**src/rtl/pixel_en_gen.sv**
```systemverilog
// pixel_en_gen: fractional pixel-clock-enable generator (phase accumulator / NCO).
//
// Emits a registered one-cycle strobe en_o whose average rate is
// inc/2^ACC_WIDTH of clk_i. A small mode table selects the increment, so
// one fabric clock can serve several video modes. A mode change is taken
// through a valid/ready handshake. After the change there is a settle window,
// during which en_o is gated off and locked_o is low.
//
// Ports:
//   clk_i         in   single clock; every register is in this domain
//   reset_i       in   asynchronous, active-high reset
//   mode_i        in   requested mode index
//   mode_valid_i  in   mode request valid
//   mode_ready_o  out  request can be accepted (high in RUN)
//   hold_i        in   freeze accumulator and suppress en_o
//   en_o          out  registered pixel-enable strobe
//   locked_o      out  output rate is stable (high in RUN)
//   mode_o        out  currently active mode
//
// States:
//   state     | meaning
//   ----------+--------------------------------------------------------
//   ST_SETTLE | window after reset/mode switch; acc runs, en_o forced 0
//   ST_RUN    | locked; en_o follows the accumulator carry, requests taken

module pixel_en_gen #(
    parameter int                      ACC_WIDTH     = 16,
    parameter int                      NUM_MODES     = 4,
    parameter int                      MODE_WIDTH    = 2,
    parameter logic [ACC_WIDTH-1:0]    INC_0         = ACC_WIDTH'(2**(ACC_WIDTH-1)),
    parameter logic [ACC_WIDTH-1:0]    INC_1         = ACC_WIDTH'(2**(ACC_WIDTH-2)),
    parameter logic [ACC_WIDTH-1:0]    INC_2         = ACC_WIDTH'(3*(2**(ACC_WIDTH-2))),
    parameter logic [ACC_WIDTH-1:0]    INC_3         = '0,
    parameter int                      SETTLE_CYCLES = 16
) (
    input  logic                  clk_i,
    input  logic                  reset_i,
    input  logic [MODE_WIDTH-1:0] mode_i,
    input  logic                  mode_valid_i,
    output logic                  mode_ready_o,
    input  logic                  hold_i,
    output logic                  en_o,
    output logic                  locked_o,
    output logic [MODE_WIDTH-1:0] mode_o
);

    // Counter must hold SETTLE_CYCLES-1; keep at least one bit.
    localparam int CNT_W = (SETTLE_CYCLES > 1) ? $clog2(SETTLE_CYCLES) : 1;
    localparam logic [CNT_W-1:0] CNT_LAST = CNT_W'(SETTLE_CYCLES - 1);

    typedef enum logic {
        ST_SETTLE = 1'b0,
        ST_RUN    = 1'b1
    } state_t;

    state_t                  state_q, state_d;
    logic [ACC_WIDTH-1:0]    acc_q,   acc_d;
    logic [ACC_WIDTH-1:0]    inc_q,   inc_d;
    logic [CNT_W-1:0]        cnt_q,   cnt_d;
    logic [MODE_WIDTH-1:0]   mode_q,  mode_d;
    logic                    en_q,    en_d;

    logic [ACC_WIDTH:0]      sum;
    logic                    carry;
    logic                    accept;
    logic [MODE_WIDTH-1:0]   mode_sel;

    function automatic logic [ACC_WIDTH-1:0] inc_of(input logic [MODE_WIDTH-1:0] m);
        case (int'(m))
            1:       return INC_1;
            2:       return INC_2;
            3:       return INC_3;
            default: return INC_0;
        endcase
    endfunction

    assign sum      = {1'b0, acc_q} + {1'b0, inc_q};
    assign carry    = sum[ACC_WIDTH];
    assign accept   = mode_valid_i & (state_q == ST_RUN);
    // Out-of-table indices fall back to mode 0 rather than an undefined rate.
    assign mode_sel = (int'(mode_i) >= NUM_MODES) ? '0 : mode_i;

    always_comb begin
        state_d = state_q;
        acc_d   = hold_i ? acc_q : sum[ACC_WIDTH-1:0];
        inc_d   = inc_q;
        cnt_d   = cnt_q;
        mode_d  = mode_q;
        en_d    = (state_q == ST_RUN) & ~hold_i & carry;

        case (state_q)
            ST_SETTLE: begin
                // Counts regardless of hold_i so the window length is fixed.
                if (cnt_q == CNT_LAST) begin
                    state_d = ST_RUN;
                    cnt_d   = '0;
                end else begin
                    cnt_d = cnt_q + 1'b1;
                end
            end
            ST_RUN: begin
                // An accepted request overrides hold_i and restarts the phase.
                if (accept) begin
                    mode_d  = mode_sel;
                    inc_d   = inc_of(mode_sel);
                    acc_d   = '0;
                    cnt_d   = '0;
                    state_d = ST_SETTLE;
                    en_d    = 1'b0;
                end
            end
            default: begin
                state_d = ST_SETTLE;
                cnt_d   = '0;
            end
        endcase
    end

    always_ff @(posedge clk_i or posedge reset_i) begin
        if (reset_i) begin
            state_q <= ST_SETTLE;
            acc_q   <= '0;
            inc_q   <= INC_0;
            cnt_q   <= '0;
            mode_q  <= '0;
            en_q    <= 1'b0;
        end else begin
            state_q <= state_d;
            acc_q   <= acc_d;
            inc_q   <= inc_d;
            cnt_q   <= cnt_d;
            mode_q  <= mode_d;
            en_q    <= en_d;
        end
    end

    // Decoded straight from the state flop so these never glitch.
    assign locked_o     = (state_q == ST_RUN);
    assign mode_ready_o = (state_q == ST_RUN);
    assign en_o         = en_q;
    assign mode_o       = mode_q;

endmodule
```
**config.mk**
```make
export PLATFORM = sky130hd
export DESIGN_NAME = pixel_en_gen
export DESIGN_NICKNAME = d
export VERILOG_FILES = /design/src/rtl/pixel_en_gen.sv
export SDC_FILE = /design/constraint.sdc
export NUM_CORES = 1
export LEC_CHECK = 0
export ABC_AREA = 1
export ABC_CLOCK_PERIOD_IN_PS = 1700
export CAP_MARGIN = 20
export CORE_MARGIN = 1
export CORE_UTILIZATION = 30
export CTS_CLUSTER_DIAMETER = 200
export DETAILED_ROUTE_END_ITERATION = 7
export DONT_BUFFER_PORTS = 1
export PLACE_DENSITY = 0.48
export REMOVE_ABC_BUFFERS = 1
export SLEW_MARGIN = 40
export SYNTH_ARGS = -nofsm -noshare
export SYNTH_HDL_FRONTEND = slang
export SYNTH_SLANG_ARGS = --single-unit
```
**constraint.sdc**
```tcl
create_clock -name clk_i -period 1.7 [get_ports clk_i]
set_input_delay 0.255 -clock clk_i [delete_from_list [all_inputs] [get_ports clk_i]]
set_output_delay 0.255 -clock clk_i [all_outputs]
set_load 0.01 [all_outputs]
```
==> metrics.md, run 1 <==
| Metric | Value |
|---|---|
| Area Overhead vs Synth | 10.1% |
| R2r setup slk | 0.47 ns |
| Fin. max-slew vios | 0 |
| CP endpoint kind | flip-flop |
| Most crowded layer after global routing | met2 |
| Via count | 402 |
| Design area | ~650 um^2 |
| Least-Margin Pin Slew | 0.468 ns |
| Routed wire length | ~940 um |
| Synth warn | 0 |
| VDD IR max | around 0.75 mV |
| Clock power share | between 10% and 20% |
| Logic pwr share | between 30% and 40% |
| Routed len/inst | 10.2 um |
| Router iterations before antenna repair | 2 |
| Maximum number of pins on one net before global-route repair | 13 |
| Met3 usage | 5.88% |
| Post-place setup slack | 0.443 ns |
| Setup TNS | 0 ns |
| TritonCTS clock tree | yes |
| P_int | 0.695 mW |
| Hold path depth | 1 |
| Met1 Use GR | around 15% |
| Vias in the first global route | 378 |
| CP startpoint kind | flip-flop |
| Synth Instances | 64 |
| Num CTS Buffers | 3 |
| Count of cell types in the netlist | 19 |
| Hold crit path type | in2reg |
| Commonest non-fill, non-tap cells in the layout | nand2_1, dfrtp_1, inv_1, o21ai_0 |
| Core area | around 0.0018 mm^2 |
| Met2 Resource Use GR | 15.3% |
| FF-to-FF Start | acc_q[14] |
| Crit Path Max Fanout | 2 |
| Min Tclk post-route | ~1.2 ns |
| Congestion Overflow GR | 0 |
| Outcome | completed |
| Fin nets | 80 |
| Worst r2r path cells | 4 |
| # placed instances | 88 |
| I/O Pins | 11 |
| Fillers | 189 |
| Hold_ws | 0.0295 ns |
| Via density | 4.32 |
| DRT antenna net count | 0 |
| Sequential power share | 48.2% |
| CP required | 1.91 ns |
| FF+latch area | just over 300 um^2 |
| Commonest non-fill, non-tap cell in the layout | nand2_1 |
| Sequential share of the synthesized area | 50.8% |
| Post-CTS setup buffer count | 0 |
| Leakage | 0.330 nW |
| Number of cell rows | 15 |
| Sink Count | 12 |
| Worst-path clk slew | approximately 0.080 ns |
| Routability cong. | 0.699 |
| Arr. time, crit path | 1.44 ns |
| Syn avg cell area | 9.27 um^2 |
| Switch share | 39.5% |
| Gr usage total | a little under an eighth |
| HP Start | hold_i |
| Clock latency on the worst-skew pair | 0.27 ns |
| Max-cap violations | 0 |
| First-pass GRT wire length | 1630 um |
| Setup ws final | 0.467 ns |
| Die width | 46.5 um |
| DP Wirelength | 736 um |
| Clock root cell | clkbuf_4 |
| Hold Crit Endpoint | en_o |
| # setup viols final | 0 |
| CTS Buffer Depth | 2 |
| Fin cells | 93 |
| Initial Util | 33.3% |
| Placed Area | just over 600 um^2 |
| Rel. slew slack | 68.7% |
| DIE AREA | 0.00216 mm^2 |
| Fin. Hold Viols | 0 |
| Reg-to-Reg End | acc_q[15] |
| Psw | 0.453 mW |
| DRC viols | 0 |
| Unrepaired setup endpoints after global routing | no |
| # diodes | 0 |
| Max Fclk | approximately 0.8 GHz |
| Clk_skew | 0.0100 ns |
| Area occupied by multi-input gates | 239 um^2 |
| CTS H-Tree Depth | 1 |
| Setup CP Type | reg2reg |
| First-iteration detailed-routing DRC count | 3 |
| Initial antenna violation count | 0 |
| Tcrit/Tclk final | 72.5% |
| Synth Register Bits | 12 |
| Layout cell share with drive strength beyond 1 | about 15% |
| Die H | 46.5 um |
| Post-Syn Area | slightly below 600 um^2 |
| Port-buffer cells | 0 |
| Pwr Density | about 1800 mW/mm^2 |
==> stage by stage <==
step	total power [mW]	util [%]
floorplan	0.886	-
global placement	0.963	34.6
detailed placement	0.979	34.6
CTS	1.17	36.6
global route	1.29	36.6
finish	1.15	36.6
==> cells in the mapped netlist <==
library cell  instances  area, um^2
nand4_1               1        6.26
nor3_2                1        10.0
nor2_4                1        11.3
ha_1                  4        50.1
a21oi_1               2        10.0
a22o_1                1        8.76
o21ai_2               1        8.76
o21ai_0               5        25.0
o21ai_1               1        5.00
nand3_1               2        10.0
inv_2                 2        7.51
nand2_1              14        52.6
inv_1                10        37.5
dfstp_2               1        26.3
dfrtp_1              11         275
nor2_1                4        15.0
fa_1                  1        20.0
nand2_2               1        6.26
buf_4                 1        7.51
==> power groups by stage <==
stage               Clock, mW  Combinational [mW]  Sequential (mW)
finish                  0.187               0.407            0.553
global placement            0               0.402            0.561
detailed placement          0               0.418            0.561
CTS                     0.198               0.421            0.557
global route            0.214               0.503            0.571
floorplan                   0               0.347            0.538
==> area by class of cell <==
cell class	count	share of cell area, %
clock buffer	4	4.02
timing repair buffer	1	1.53
multi-input combinational	39	36.6
inverter	12	6.90
sequential	12	46.2
tap	25	4.79
==> logic make-up after synthesis <==
logic type                 Yosys count  share of synthesized area (%)
and+or+nand+nor                     24                           18.8
DFF                                 12                           50.8
adders and majority gates            5                           11.8
AOI/OAI and AO/OA                   10                           9.70
buffers and inverters               13                           8.86
==> flip-flops by register name, summed over array words and instances, names as in the netlist <==
name,flops
acc_q,2
cnt_q,4
en_o,1
inc_q,2
locked_o,1
mode_o,2
==> worst max-delay path by stage <==
stage,from,cells past startpoint,slack (ns),end
2_1_floorplan,inc_q[15],3,0.49,acc_q[15]
3_3_place_gp,inc_q[15],3,0.48,acc_q[15]
3_5_place_dp,acc_q[14],4,0.44,acc_q[15]
4_1_cts,acc_q[14],4,0.46,acc_q[15]
5_1_grt,acc_q[14],4,0.39,acc_q[15]
6_report,acc_q[14],4,0.47,acc_q[15]
==> metal layers <==
layer | wire length, um | share of wire [%]
met1 | 473 | 50
met5 | 0 | 0
met4 | 0 | 0
met3 | 45 | 4.8
met2 | 425 | 45
==> repair_timing <==
action	4_1_cts	5_1_grt
hold buffers	1	0
gates resized for setup	0	0
endpoints found under the setup margin	0	0
endpoints found under the hold margin	11	0
==> worst max-delay path, cell delays in order, from the launching register on <==
cell and delay, ns:
dfrtp_1 0.38, ha_1 0.19, inv_1 0.06, fa_1 0.40
a21oi_1 0.14
Note: power is estimated with default switching activity, not from simulation.
==> run 2: changes to the inputs <==
--- a/config.mk
+++ b/config.mk
@@ -6,14 +6,14 @@
 export NUM_CORES = 1
 export LEC_CHECK = 0
 export ABC_AREA = 1
-export ABC_CLOCK_PERIOD_IN_PS = 1700
+export ABC_CLOCK_PERIOD_IN_PS = 1000
 export CAP_MARGIN = 20
 export CORE_MARGIN = 1
 export CORE_UTILIZATION = 30
 export CTS_CLUSTER_DIAMETER = 200
 export DETAILED_ROUTE_END_ITERATION = 7
 export DONT_BUFFER_PORTS = 1
-export PLACE_DENSITY = 0.48
+export PLACE_DENSITY = 0.49
 export REMOVE_ABC_BUFFERS = 1
 export SLEW_MARGIN = 40
 export SYNTH_ARGS = -nofsm -noshare
==> constraint.sdc (replaced) <==
create_clock -name clk_i -period 1 [get_ports clk_i]
set_input_delay 0.15 -clock clk_i [delete_from_list [all_inputs] [get_ports clk_i]]
set_output_delay 0.15 -clock clk_i [all_outputs]
set_load 0.01 [all_outputs]
==> metrics.md, run 2 (synthesis results as in run 1) <==
| Metric | Value |
|---|---|
| Fillers | 183 |
| Clock latency on the worst-skew pair | 0.28 ns |
| DRC viols | 0 |
| Gr usage total | 11.1% |
| DR WL met2 | 473 um |
| Met3 WL | 42 um |
| Unrepaired setup endpoints after global routing | yes |
| Initial Util | between 30 and 40% |
| FF+latch area | 302 um^2 |
| Tcrit/Tclk final | 124% |
| R2r setup slk | -0.24 ns |
| Max Fclk | around 0.8 GHz |
| CTS Buffer Depth | 2 |
| Max layer used | met4 |
| CP peak stage delay | about 0.53 ns |
| VDD IR max | 1.31 mV |
| Fin. Hold Viols | 0 |
| Clk_skew | around 0.0020 ns |
| Fin. max-slew vios | 0 |
| Clock root cell | clkbuf_4 |
| First-iteration detailed-routing DRC count | 3 |
| Crit path max-delay cell type | dfstp_2 |
| Rel. slew slack | 69.4% |
| Routed len/inst | a little over 10 um |
| TritonCTS clock tree | yes |
| Met1 wire length | around 480 um |
| Leakage | just under 0.4 nW |
| First-pass GRT wire length | 1590 um |
| Failing checks | setup timing |
| CTS H-Tree Depth | 1 |
| Via count | 450 |
| Hold_ws | around 0.024 ns |
| I/O Pins | 11 |
| Commonest non-fill, non-tap cell in the layout | dfrtp_1 |
| Max-cap violations | 0 |
| CP startpoint kind | flip-flop |
| Post-place setup slack | -0.241 ns |
| Area Overhead vs Synth | 30.2% |
| CP required | 1.17 ns |
| Worst-path clk slew | 0.08 ns |
| Core area | 0.00178 mm^2 |
| Fin nets | 88 |
| Number of cell rows | 15 |
| Area occupied by multi-input gates | 282 um^2 |
| Least-Margin Pin Slew | ~0.46 ns |
| DIE AREA | 0.00216 mm^2 |
| Routability cong. | 0.755 |
| Die H | 46.5 um |
| # setup viols final | 2 |
| Commonest non-fill, non-tap cells in the layout | dfrtp_1, nand2_1, inv_1, buf_4 |
| Final core utilization | around 43% |
| CP Cell Sequence | inv_2 > fa_1 > a21oi_2 |
| # diodes | 0 |
| DRT antenna net count | 0 |
| Min Tclk post-route | 1.24 ns |
| Crit Path Max Fanout | 2 |
| Outcome | finished with violations |
| Initial antenna violation count | 0 |
| Maximum number of pins on one net before global-route repair | 13 |
| Delay-heaviest family, CP | flip-flops |
| Max reg flops | 4 |
| Router iterations before antenna repair | 3 |
| Congestion Overflow GR | 0 |
| Via density | 4.46 |
| Arr. time, crit path | 1.40 ns |
| Setup CP Type | reg2reg |
| Hold crit path type | in2reg |
| Largest Register | cnt_q |
| Layout cell share with drive strength beyond 1 | between 30% and 40% |
| Sink Count | 12 |
| Vias in the first global route | 389 |
| Routed wire length | 1020 um |
| Port-buffer cells | 0 |
| CP endpoint kind | flip-flop |
| Pwr Density | 3180 mW/mm^2 |
| Number of buffers and inverters on the critical path | 1 |
| DP Wirelength | about 730 um |
| Num CTS Buffers | 3 |
| Die width | 46.5 um |
| Setup ws final | -0.236 ns |
-- run 2: cell count changes in the layout (fill, tap and decap cells not counted), sizes merged --
cell,before,now
dlygate4sd3,1,2
buf,0,7
-- run 2: what timing repair did --
action | 4_1_cts | 5_1_grt
hold endpoints to repair | 12 | 0
setup buffers | 1 | 2
gates cloned | 0 | 0
hold buffers | 2 | 0
endpoints found under the setup margin | 7 | 8
pin swaps | 3 | 7
gates resized for setup | 6 | 10
-- run 2: through the flow --
step | std cells | area [um^2] | power (mW) | setup TNS [ns]
after global routing | 101 | 772 | 2.65 | -0.583
after global placement | 92 | 647 | 1.76 | -0.470
after detailed placement | 92 | 647 | 1.77 | -0.484
after CTS | 99 | 722 | 2.25 | -0.432
final | 101 | 772 | 2.46 | -0.433
after floorplan | 63 | 586 | 1.51 | -0.357
-- run 2: area by class of cell --
| class | count | area share, % |
|---|---|---|
| multi-input cells | 39 | 36.5 |
| inverters | 12 | 5.83 |
| repair buffers | 9 | 9.89 |
| flip-flops and latches | 12 | 39.1 |
| well taps | 25 | 4.05 |
| clock buffers | 4 | 4.70 |
-- run 2: final timing paths --
check                             start         to  cells after the start
min reg2reg                    cnt_q[3]   cnt_q[3]                      2
max                           inc_q[15]  acc_q[15]                      3
max in group asynchronous       reset_i  inc_q[15]                      2
max reg2reg                   inc_q[15]  acc_q[15]                      3
min in group asynchronous       reset_i  acc_q[15]                      2
min                        mode_valid_i   cnt_q[3]                      3
-- run 2: worst min-delay path, stage by stage --
cell	delay, ns
nor2_4	0.03
nand2_1	0.05
nand2_1	0.04
-- run 2: power breakdown --
part	switching [mW]	internal [mW]	total (mW)
sequential	0.198	0.733	0.931
clock	0.169	0.222	0.391
combinational	0.564	0.571	1.14
total	0.931	1.53	2.46
-- run 2: metal layers --
metal / global-route usage [%] / up-vias
li1: - / 225
met1: 13.4 / 211
met2: 16.1 / 9
met3: 5.88 / 5
met4: 5.29 / 0
met5: 0 / -
